<file path="src/rtl/lock_timer.sv">
// rtl/lock_timer.sv - loadable down-counter with zero flag, shared by the OPEN and LOCKOUT states
module lock_timer #(
    parameter int W = 5
) (
    input  logic         clk,
    input  logic         rst_n,
    input  logic         load,
    input  logic [W-1:0] load_value,
    output logic         zero
);

    logic [W-1:0] count_q;
    logic [W-1:0] count_d;

    // Saturates at zero so an idle timer never wraps.
    always_comb begin
        count_d = count_q;
        if (load) begin
            count_d = load_value;
        end else if (count_q != '0) begin
            count_d = count_q - 1'b1;
        end
    end

    always_ff @(posedge clk) begin
        if (!rst_n) begin
            count_q <= '0;
        end else begin
            count_q <= count_d;
        end
    end

    assign zero = (count_q == '0);

endmodule

</file>
<file path="config.mk">
export PLATFORM = sky130hd
export DESIGN_NAME = lock_timer
export DESIGN_NICKNAME = d
export VERILOG_FILES = /design/src/rtl/lock_timer.sv
export SDC_FILE = /design/constraint.sdc
export NUM_CORES = 1
export LEC_CHECK = 0
export BUFFER_PORTS_ARGS = -buffer_cell sky130_fd_sc_hd__buf_2
export CAP_MARGIN = 20
export CORE_AREA = 2 2 39 41
export CTS_CLUSTER_SIZE = 20
export DETAILED_ROUTE_END_ITERATION = 10
export DIE_AREA = 0 0 41 43
export PLACE_DENSITY = 0.38
export RECOVER_POWER = 25
export SLEW_MARGIN = 25
export SYNTH_ARGS = -nofsm -noshare
export SYNTH_HDL_FRONTEND = slang
export SYNTH_SLANG_ARGS = --single-unit
</file>
<file path="constraint.sdc">
create_clock -name clk -period 1.64 [get_ports clk]
set_clock_uncertainty 0.2 [all_clocks]
set_input_delay 0.328 -clock clk [delete_from_list [all_inputs] [get_ports clk]]
set_output_delay 0.328 -clock clk [all_outputs]
set_load 0.03 [all_outputs]
</file>
==> qor.yml <==
setup_path:
  cp_cell_sequence: "inv_2 > ha_4 > nor4b_4 > buf_6"
  crit_path_end_kind: "output pin"
  cp-start-kind: "flip-flop"
  path_class: "reg -> out"
  arrival_ns: 1.18
  worst_path_max_delay_cell: "dfxtp_2"
  slowest_delay_ns: 0.31
  crit_family: "flip-flops"
  cp_max_fo: 2
  critPathRequiredTime_ns: 1.11
  crit_buf_inv: 2
timing:
  maxSlewViolCount: 0
  rsz0062_at_grt: "yes"
  hold_viol_final: 0
  tightest_slew_ns: 0.297
  fin_ws_ns: -0.0634
  period_share: 1.04
  hold_slack_ns: 0.118
  fmax_mhz: 587
  finalSetupTns_ns: -0.0634
  slew_headroom: 0.800
  setup_viol: 1
  period_minus_slack_ns: 1.70
logic_synthesis:
  synth.distinct_cells: 18
  ys_seq_area_frac: 0.333
  synth.area.top_cells: "dfxtp_1 (33%), nand3_1 (10%), nor4b_4 (7.9%)"
  syn_area_sq_um: 300
  synth_seq_cells: 5
  synth_fp_nets: 43
  synth_cells: 34
  yosys_warnings: 0
  synth_top_area_frac: 0.333
  avgSynthCellArea_sq_um: 8.83
  synth_area_leader_cell: "dfxtp_1"
global_route:
  grt_antenna_before_repair: 0
  grt_max_degree: 10
  grt_pass1_wl_microns: 1570
  grt_pass1_vias: 356
  grt_usage: 0.139
  overflow: 0
floorplanning:
  io_pins: 9
  rows: 14
  core_area_sq_um: 1380
  start_util: 0.217
  die_area_sq_um: 1760
  die_x_microns: 41
  dieHeight_microns: 43
place:
  pre_cts_ws_ns: 0.0168
  gp_congestion: 0.713
  placed_cells: 59
  portBuffers: 8
  dp_hpwl_microns: 613
status:
  status: "complete, but fails checks"
  violations: "negative setup slack"
final_layout:
  drive_gt1_frac: 0.564
  nets: 65
  final_cells: 71
  top_register: "count_q"
  top_regs: "count_q (5)"
  antennaDiodeCount: 0
  largest_register_ffs: 5
  area_growth_pct: 60.4
min_path:
  min_path_type: "in -> reg"
clock_network:
  cts_tree: "done"
  clk_path_buf_depth: 2
  htreeDepth: 1
  clkTransAtPathRegs_ns: 0.05
  root_buffer: "clkbuf_4"
  cts_made_buffers: 3
  postCtsHoldBufs: 0
  insertion_delay_ns: 0.25
  cts_sinks: 5
run:
  max_cap_violations: 0
detailed_routing:
  wl_per_cell_microns: 13.0
  drt-total-wl_microns: 920
  dr.pass1.iters: 1
  antenna_left: 0
  drt-initial-drc-count: 0
  vias: 343
  drc: 0
  avgViaCountPerCell: 4.83
power:
  power_density_nw_per_um2: 1050
  p_leak_nw: 0.216
  peakVddDrop_mv: 0.485
layout by cell type, fill, tap and decap left out:
cell type	Yosys	layout
o211ai_1	1	1
nor2_1	1	1
buf_4	0	10
nand3_1	6	6
nand4_1	2	2
clkbuf_1	0	1
a21oi_1	1	1
nand2_2	0	1
clkbuf_4	0	3
o41ai_1	1	1
inv_1	4	2
inv_2	1	3
ha_4	0	1
buf_2	0	7
nor3_1	1	1
o311ai_0	2	1
dfxtp_1	5	3
buf_6	2	2
nand2_1	2	1
o2111ai_1	1	1
dfxtp_2	0	2
o311ai_2	0	1
xnor2_1	1	1
nor4b_4	1	1
or4_1	1	1
tightest hold or removal path, cell delays in order:
cell     delay (ns)
buf_2          0.08
nand3_1        0.07
o41ai_1        0.06
metal layers:
layer  wire length [microns]  vias up  part of all wire  global-route usage
li1                        -      171                 -                   -
met4                      29        0             0.032               0.120
met3                      28        4             0.030              0.0157
met1                     362      160              0.39               0.149
met5                       0        -                 0                   0
met2                     499        8              0.54               0.222
where the power goes:
group | total [W] | internal, W | switching, W
clock | 0.000149 | 0.0000924 | 0.0000564
sequential | 0.000155 | 0.000139 | 0.0000166
combinational | 0.000200 | 0.000113 | 0.0000862
final timing paths:
kind	from	to	slack, ns	cells past startpoint
setup / recovery	count_q[0]$_SDFFE_PN0P_	zero	-0.06	4
setup reg to reg	count_q[1]$_SDFFE_PN0P_	count_q[1]$_SDFFE_PN0P_	0.07	6
hold / removal	load_value[2]	count_q[2]$_SDFFE_PN0P_	0.12	3
hold reg to reg	count_q[4]$_SDFFE_PN0P_	count_q[4]$_SDFFE_PN0P_	0.35	2
Yosys cell counts:
cell type and instances:
a21oi_1 1, dfxtp_1 5, nand4_1 2, nand2_1 2
buf_6 2, inv_1 4, nor3_1 1, o211ai_1 1
nor2_1 1, or4_1 1, o2111ai_1 1, ha_1 1
inv_2 1, nand3_1 6, o41ai_1 1, xnor2_1 1
nor4b_4 1, o311ai_0 2
what timing repair did:
item	CTS	global route
resized for setup	8	4
endpoints found under the setup margin	1	2
pin swaps	1	3
buffers inserted	9	2
kinds of logic after synthesis:
group | share of synthesized area
simple gates | 0.300
buf+inv | 0.137
xor+xnor | 0.0292
compound gates | 0.158
fa+ha+maj | 0.0417
flops | 0.333
per-stage QoR:
| stage | instance area [sq um] | utilization | power [W] |
|---|---|---|---|
| after floorplan | 300 | - | 0.000236 |
| after global placement | 360 | 0.260 | 0.000279 |
| after detailed placement | 360 | 0.260 | 0.000282 |
| after CTS | 472 | 0.341 | 0.000496 |
| after global routing | 482 | 0.348 | 0.000535 |
| final | 482 | 0.348 | 0.000504 |
final cells by class:
cell class	count	area, sq um
clock buffers	4	26.3
fillers	156	902
inverters	5	18.8
multi-input cells	22	181
flip-flops and latches	5	103
well taps	16	20.0
repair buffers	19	133
(Power assumes the default switching activity.)
